$ cat src/rtl/sw_word_loader.sv
// Captures the SW word on a debounced KEY_n press and offers it on a valid/ready write port with an auto-incrementing address.
// Optional SW_LOADER_HEX_ECHO_EN adds registered seven-segment echo outputs HEX3..HEX0 of the captured word.
module sw_word_loader #(
    parameter int DEBOUNCE_CYCLES = 500000,
    parameter int ADDR_W          = 7
) (
    input  logic              CLOCK_50,
    input  logic              Reset,
    input  logic [15:0]       SW,
    input  logic              KEY_n,
    output logic [15:0]       WrData,
    output logic [ADDR_W-1:0] WrAddr,
    output logic              WrValid,
    input  logic              WrReady,
    output logic              Full
`ifdef SW_LOADER_HEX_ECHO_EN
    ,
    output logic [6:0]        HEX3,
    output logic [6:0]        HEX2,
    output logic [6:0]        HEX1,
    output logic [6:0]        HEX0
`endif
);

    localparam int CNT_W = (DEBOUNCE_CYCLES > 1) ? $clog2(DEBOUNCE_CYCLES) : 1;
    localparam logic [CNT_W-1:0]  CNT_LAST  = CNT_W'(DEBOUNCE_CYCLES - 1);
    localparam logic [ADDR_W-1:0] ADDR_LAST = {ADDR_W{1'b1}};

    typedef enum logic [1:0] {IDLE, SEND, RELEASE} state_t;

    state_t           state;
    state_t           state_next;
    logic             key_p0;
    logic             key_p1;
    logic [CNT_W-1:0] db_cnt;
    logic             db_level;
    logic             db_level_p2;
    logic             press;
    logic             capture;
    logic             accept;

    // Stage p0/p1: two-flop synchroniser for the raw pushbutton
    always_ff @(posedge CLOCK_50 or posedge Reset) begin
        if (Reset) begin
            key_p0 <= 1'b1;
            key_p1 <= 1'b1;
        end else begin
            key_p0 <= KEY_n;
            key_p1 <= key_p0;
        end
    end

    // Stage p2: debounced level; the previous level is kept to find the falling edge
    always_ff @(posedge CLOCK_50 or posedge Reset) begin
        if (Reset) begin
            db_cnt      <= '0;
            db_level    <= 1'b1;
            db_level_p2 <= 1'b1;
        end else begin
            db_level_p2 <= db_level;
            if (key_p1 == db_level) begin
                db_cnt <= '0;
            end else if (db_cnt == CNT_LAST) begin
                db_level <= key_p1;
                db_cnt   <= '0;
            end else begin
                db_cnt <= db_cnt + 1'b1;
            end
        end
    end

    assign press   = db_level_p2 & ~db_level;
    assign WrValid = (state == SEND);
    assign accept  = WrValid & WrReady;

    always_ff @(posedge CLOCK_50 or posedge Reset) begin
        if (Reset) begin
            state <= IDLE;
        end else begin
            state <= state_next;
        end
    end

    always_comb begin
        state_next = state;
        capture    = 1'b0;
        case (state)
            IDLE: begin
                if (press && !Full) begin
                    state_next = SEND;
                    capture    = 1'b1;
                end
            end
            SEND: begin
                if (WrReady) begin
                    state_next = RELEASE;
                end
            end
            RELEASE: begin
                // Wait for the button to come back up so one press yields one word
                if (db_level) begin
                    state_next = IDLE;
                end
            end
            default: state_next = IDLE;
        endcase
    end

    always_ff @(posedge CLOCK_50 or posedge Reset) begin
        if (Reset) begin
            WrData <= 16'h0000;
            WrAddr <= '0;
            Full   <= 1'b0;
        end else begin
            if (capture) begin
                WrData <= SW;
            end
            if (accept) begin
                if (WrAddr == ADDR_LAST) begin
                    Full <= 1'b1;
                end else begin
                    WrAddr <= WrAddr + 1'b1;
                end
            end
        end
    end

`ifdef SW_LOADER_HEX_ECHO_EN
    function automatic logic [6:0] hex_seg(input logic [3:0] d);
        logic [6:0] s;
        case (d)
            4'h0: s = 7'b1000000;
            4'h1: s = 7'b1111001;
            4'h2: s = 7'b0100100;
            4'h3: s = 7'b0110000;
            4'h4: s = 7'b0011001;
            4'h5: s = 7'b0010010;
            4'h6: s = 7'b0000010;
            4'h7: s = 7'b1111000;
            4'h8: s = 7'b0000000;
            4'h9: s = 7'b0010000;
            4'hA: s = 7'b0001000;
            4'hB: s = 7'b0000011;
            4'hC: s = 7'b1000110;
            4'hD: s = 7'b0100001;
            4'hE: s = 7'b0000110;
            default: s = 7'b0001110;
        endcase
        return s;
    endfunction

    always_ff @(posedge CLOCK_50 or posedge Reset) begin
        if (Reset) begin
            HEX3 <= 7'b1000000;
            HEX2 <= 7'b1000000;
            HEX1 <= 7'b1000000;
            HEX0 <= 7'b1000000;
        end else begin
            HEX3 <= hex_seg(WrData[15:12]);
            HEX2 <= hex_seg(WrData[11:8]);
            HEX1 <= hex_seg(WrData[7:4]);
            HEX0 <= hex_seg(WrData[3:0]);
        end
    end
`endif

endmodule

$ cat config.mk
export PLATFORM = sky130hd
export DESIGN_NAME = sw_word_loader
export DESIGN_NICKNAME = d
export VERILOG_FILES = /design/src/rtl/sw_word_loader.sv
export SDC_FILE = /design/constraint.sdc
export NUM_CORES = 1
export LEC_CHECK = 0
export ABC_AREA = 0
export CAP_MARGIN = 0
export CORE_MARGIN = 2
export CORE_UTILIZATION = 45
export DETAILED_ROUTE_END_ITERATION = 8
export GPL_TIMING_DRIVEN = 0
export HOLD_SLACK_MARGIN = 0.02
export PLACE_DENSITY = 0.86
export SYNTH_ARGS = -nofsm -noshare
export SYNTH_HDL_FRONTEND = slang
export SYNTH_SLANG_ARGS = --single-unit
$ cat constraint.sdc
create_clock -name CLOCK_50 -period 1.9 [get_ports CLOCK_50]
set_input_delay 0.38 -clock CLOCK_50 [delete_from_list [all_inputs] [get_ports CLOCK_50]]
set_output_delay 0.38 -clock CLOCK_50 [all_outputs]
set_load 0.005 [all_outputs]
==> run_results.csv, run 1 <==
group,metric,value,unit
floorplanning,die_area,5340,µm²
drt,avgViaCountPerCell,5.22,
clocking,cts_tree,"done",
timing,tns,0,ps
power,power_density,642,nW/µm²
placement,io_buffers,44,
synthesis,ys.flop_type,"dfrtp_1",
clocking,clk_pin_slew_worst_paths,90,ps
clocking,clock-sinks,49,
synthesis,synth.avg_cell_area,11.8,µm²
timing,finClkSkew,7.14,ps
power,finalPower,1.81,mW
timing,fin_hold_ws,361,ps
timing,worstMarginPinSlew,461,ps
power,p_leak,1.24,nW
floorplanning,core-area,4660,µm²
setup_path,endpoint_kind,"register",
timing,finalHoldViolations,0,
timing,drv_slew,0,
clocking,cts_buffers,5,
synthesis,synth-seq-cells,49,
setup_path,slowest_stage,"or4_4",
global_routing,grt_overflow,0,
cells_and_area,diodes,0,
timing,max_clock_freq,0.545,GHz
clocking,holdBufCountCts,0,
synthesis,synthArstFlopShare,100,%
setup_path,crit_arrival,2060,ps
floorplanning,floorplan.initialDensity,46.0,%
flow_run,maxCapViolCount,0,
floorplanning,fp.dieH,73.1,µm
synthesis,synthCells,182,
power,ir_drop,0.314,mV
timing,layout_min_cycle_time,1830,ps
synthesis,yosysWarnings,0,
drt,drtIter0Drc,54,
setup_path,crit_chain,"ha_4 > nand4_1 > or4_4 > or3_1 > a21oi_1",
clocking,clockBufferDepth,2,
synthesis,synth_edf_count,0,
setup_path,worstSetupPathType,"reg2reg",
cells_and_area,fin_nets,260,
floorplanning,ioPinCount,45,
timing,setup_violations,0,
global_routing,antenna_found_initial,0,
placement,dp_hpwl,2820,µm
setup_path,slowest_delay,580,ps
synthesis,synthDistinctLibCells,35,
cells_and_area,syn_to_final_growth,31.6,%
hold_path,hold_class,"reg2reg",
clocking,htreeDepth,2,
drt,drt_pass1_iterations,5,
setup_path,worstPathRequired,2130,ps
setup_path,worst-path-max-fanout,5,
global_routing,grt_pass1_vias,1467,
synthesis,syn_area,2150,µm²
synthesis,synth_seq_area_share,57.4,%
clocking,cts-root-buf,"clkbuf_8",
drt,wl_per_cell,13.6,µm
setup_path,cp-start-kind,"register",
floorplanning,die_width,73.1,µm
clocking,clock_latency,300,ps
synthesis,synth_nets,204,
global_routing,grt_max_degree,30,
cells_and_area,stdcell_area,2820,µm²
floorplanning,rows,25,
drt,wl,3970,µm
drt,num_vias,1530,
timing,slew_headroom,69.2,%
global_routing,grt.total_usage,15.6,%
cells_and_area,layout-drive-gt1-share,20.5,%
drt,ant_nets,0,
timing,period_share,96.6,%
global_routing,grt_pass1_wl,6440,µm
status,run_status,"completed",
drt,drc,0,
placement,gp_congestion,0.846,
placement,dpl-instance-area,2670,µm²
## worst paths after layout
path                            startpoint         end  slack (ps)  depth (start not counted)
max in group asynchronous            Reset    db_level         930                          3
worst max register to register   db_cnt[1]  db_cnt[18]          70                          5
worst min register to register      key_p0      key_p1         360                          0
worst min-delay path                key_p0      key_p1         360                          0
min in group asynchronous            Reset   WrData[8]         400                          2
worst max-delay path             db_cnt[1]  db_cnt[18]          70                          5
## report_power, final
| part | switching, mW | internal (mW) | total [mW] | leakage, nW |
|---|---|---|---|---|
| clock network | 0.335 | 0.295 | 0.630 | 0.0512 |
| logic | 0.0447 | 0.0647 | 0.109 | 0.525 |
| registers | 0.0163 | 1.06 | 1.07 | 0.663 |
## layout make-up
| class | instances | area, µm² |
|---|---|---|
| buffer | 4 | 20.0 |
| inverter | 3 | 11.3 |
| fill | 374 | 1840 |
| multi-input combinational | 126 | 906 |
| clock buffer | 6 | 82.6 |
| sequential | 49 | 1230 |
| tap | 54 | 67.6 |
| timing repair buffer | 49 | 490 |
| clock inverter | 2 | 13.8 |
## per-layer routing
metal  vias up  GRT usage [%]  share of wire [%]
met1       748           18.9                 44
met4         0           5.76                1.5
met3         7           4.14                3.7
li1        745              -                  -
met2        30           26.6                 51
met5         -              0                  0
## cell usage in the layout (no fill, tap or decap), types with 2 or more instances in the layout
cell type	synthesis	final
a21o_1	2	2
a21oi_1	4	4
buf_2	4	4
buf_4	0	4
clkbuf_8	0	6
clkdlybuf4s50_1	0	44
dfrtp_1	45	44
dfstp_2	4	4
inv_1	3	2
mux2_2	19	19
nand2_1	14	14
nand3_1	6	6
nand3b_1	2	2
nand4_1	5	5
nor2_1	23	22
nor3_1	5	5
nor4_1	4	4
o21ai_0	4	4
xnor2_1	11	11
xor2_1	8	8
## sequential cells by signal, indices dropped and copies added, names as in the netlist
register and cells:
key_p1 1, state 2, db_cnt 19, WrData 16, db_level 1, key_p0 1
db_level_p2 1, Full 1, WrAddr 7
## Yosys cell counts (3+ instances only)
master / number / area (µm²)
dfrtp_1: 45 / 1130
nor2_1: 23 / 86.3
mux2_2: 19 / 214
nand2_1: 14 / 52.6
xnor2_1: 11 / 96.3
xor2_1: 8 / 70.1
nand3_1: 6 / 30.0
nand4_1: 5 / 31.3
nor3_1: 5 / 25.0
a21oi_1: 4 / 20.0
buf_2: 4 / 20.0
dfstp_2: 4 / 105
nor4_1: 4 / 25.0
o21ai_0: 4 / 20.0
inv_1: 3 / 11.3
## metrics by stage
step                      setup slack [ps]  utilization, %  std cells
final                                 65.1            60.6        293
after global routing                 -15.9            60.6        293
after CTS                             17.3            60.1        291
after detailed placement              -162            57.4        281
after global placement                -536            56.9        280
after floorplan                       52.2               -        182
## kinds of logic (layout without fill, tap and decap cells)
group	Yosys count	in the layout	synth area share, %
muxes	19	19	9.97
buffers and inverters	7	64	1.46
AOI/OAI and AO/OA	13	13	3.67
and+or+nand+nor	73	73	18.6
DFF	49	49	57.4
adders and majority gates	2	2	1.17
xor gates and xnor gates	19	19	7.76
## worst max-delay path, delay by kind of cell (launching register included)
| family | cells | cell delay, ps |
|---|---|---|
| and+or+nand+nor | 3 | 1020 |
| DFF | 1 | 420 |
| adders and majority gates | 1 | 160 |
| AOI/OAI and AO/OA | 1 | 160 |
## timing repair
item | in CTS | in global routing
pin swaps | 1 | 1
setup endpoints to repair | 14 | 12
cloned | 0 | 0
resized for setup | 3 | 2
setup buffers | 2 | 2
Power figures use the tool's default switching activity.
==> run 2, diff against run 1 <==
--- a/config.mk
+++ b/config.mk
@@ -8,11 +8,12 @@
 export ABC_AREA = 0
 export CAP_MARGIN = 0
 export CORE_MARGIN = 2
-export CORE_UTILIZATION = 45
+export CORE_UTILIZATION = 47
+export CTS_BUF_LIST = sky130_fd_sc_hd__clkbuf_2
 export DETAILED_ROUTE_END_ITERATION = 8
 export GPL_TIMING_DRIVEN = 0
 export HOLD_SLACK_MARGIN = 0.02
-export PLACE_DENSITY = 0.86
+export PLACE_DENSITY = 0.88
 export SYNTH_ARGS = -nofsm -noshare
 export SYNTH_HDL_FRONTEND = slang
 export SYNTH_SLANG_ARGS = --single-unit
==> run_results.csv, run 2 (same netlist as run 1, synthesis figures left out) <==
group,metric,value,unit
drt,wl,4180,µm
timing,slew_headroom,63.9,%
global_routing,antenna_found_initial,0,
timing,drv_slew,0,
setup_path,reg2reg_depth,5,
drt,top_layer,"met4",
clocking,clock_latency,440,ps
drt,met1_length,1870,µm
drt,ant_nets,0,
floorplanning,die_width,71.6,µm
setup_path,worstPathRequired,1520,ps
power,p_leak,1.23,nW
setup_path,critPathBufInv,1,
floorplanning,floorplan.initialDensity,48.9,%
cells_and_area,syn_to_final_growth,29.2,%
cells_and_area,largest_register_ffs,19,
timing,layout_min_cycle_time,1820,ps
global_routing,grt_pass1_wl,6840,µm
setup_path,cp-startpoint,"WrAddr[4]",
drt,wl_met3,239,µm
floorplanning,core-area,4380,µm²
drt,avgViaCountPerCell,5.34,
setup_path,cp-endpoint,"WrAddr[4]",
setup_path,slowest_stage,"clkdlybuf4s50_1",
placement,dpl-instance-area,2680,µm²
clocking,clockBufferDepth,2,
drt,drtIter0Drc,97,
power,finalPower,1.62,mW
cells_and_area,final_common_cell,"dfrtp_1",
setup_path,cp_top_family,"buffers and inverters",
setup_path,worstSetupPathType,"reg2out",
drt,drt_pass1_iterations,4,
cells_and_area,final_cell_mix,"dfrtp_1, clkdlybuf4s50_1, nor2_1",
status,run_status,"completed",
setup_path,timing.rr.start,"db_cnt[0]",
floorplanning,fp.dieH,71.6,µm
drt,wl_met2,1990,µm
clocking,clk_pin_slew_worst_paths,240,ps
power,ir_drop,0.456,mV
cells_and_area,diodes,0,
drt,wl_per_cell,14.4,µm
floorplanning,ioPinCount,45,
setup_path,crit_arrival,1440,ps
floorplanning,die_area,5120,µm²
setup_path,crit_chain,"clkdlybuf4s50_1",
setup_path,worst-path-max-fanout,4,
timing,finClkSkew,17.3,ps
timing,setup_violations,0,
global_routing,grt_max_degree,26,
setup_path,slowest_delay,520,ps
setup_path,crit_cells,1,
timing,worstMarginPinSlew,540,ps
clocking,cts-root-buf,"clkbuf_2",
setup_path,rrSetupSlack,90,ps
timing,finalHoldViolations,0,
global_routing,grt.total_usage,17.3,%
setup_path,cp-start-kind,"register",
hold_path,hold_class,"in2async",
clocking,clock-sinks,49,
setup_path,r2r_end,"db_cnt[18]",
timing,rsz0062_at_grt,"false",
placement,io_buffers,44,
drt,drc,0,
cells_and_area,layout-drive-gt1-share,20.5,%
cells_and_area,largest_register,"db_cnt",
cells_and_area,biggestRegsByFlops,"db_cnt (19), WrData (16), WrAddr (7)",
flow_run,maxCapViolCount,0,
clocking,cts_buffers,5,
power,power_density,585,nW/µm²
global_routing,grt_overflow,0,
cells_and_area,fin_nets,260,
setup_path,endpoint_kind,"primary output",
timing,period_share,95.6,%
cells_and_area,stdcell_area,2770,µm²
cells_and_area,fin_util,63.2,%
placement,dp_hpwl,2970,µm
floorplanning,rows,24,
placement,place_ws,-180,ps
timing,max_clock_freq,0.550,GHz
timing,setup_ws,83.1,ps
clocking,holdBufCountCts,0,
drt,num_vias,1553,
global_routing,grt_pass1_vias,1505,
clocking,cts_tree,"done",
placement,gp_congestion,0.901,
clocking,htreeDepth,2,
==> run 2: worst min-delay path by stage <==
stage	from	end	slack (ps)	depth (start not counted)
floorplan	key_p0	key_p1	350	0
global placement	key_p0	key_p1	350	0
detailed placement	key_p0	key_p1	350	0
CTS	KEY_n	key_p0	300	1
global route	Reset	WrData[12]	300	2
finish	Reset	WrData[12]	290	2
==> run 2: where the power goes <==
part | internal, mW | leakage, nW | total (mW) | switching, mW
Clock | 0.101 | 0.0292 | 0.427 | 0.326
Sequential | 1.06 | 0.663 | 1.07 | 0.0109
Combinational | 0.0689 | 0.535 | 0.121 | 0.0524
==> run 2: area by class of cell <==
type	instances	area (µm²)
clock buffers	7	35.0
repair buffers	49	497
fillers	353	1610
plain buffers	4	22.5
multi-input cells	126	901
well taps	52	65.1
clock inverters	1	7.51
inverters	3	11.3
flip-flops and latches	49	1230
==> run 2: layer usage <==
layer / vias up / GRT usage (%)
met4: 0 / 6.29
met3: 8 / 4.50
met2: 47 / 28.5
met1: 745 / 22.3
li1: 753 / -
met5: - / 0
==> run 2: through the flow <==
step	instances	hold WS, ps	setup TNS [ps]
floorplan	182	345	0
global placement	278	346	-24740
detailed placement	279	348	-964
CTS	291	303	0
global route	291	298	0
finish	291	291	0
==> run 2: repair_timing <==
| item | in CTS | in global routing |
|---|---|---|
| resized for setup | 5 | 2 |
| pin swaps | 3 | 0 |
| endpoints found under the setup margin | 22 | 11 |
| setup buffers | 4 | 0 |
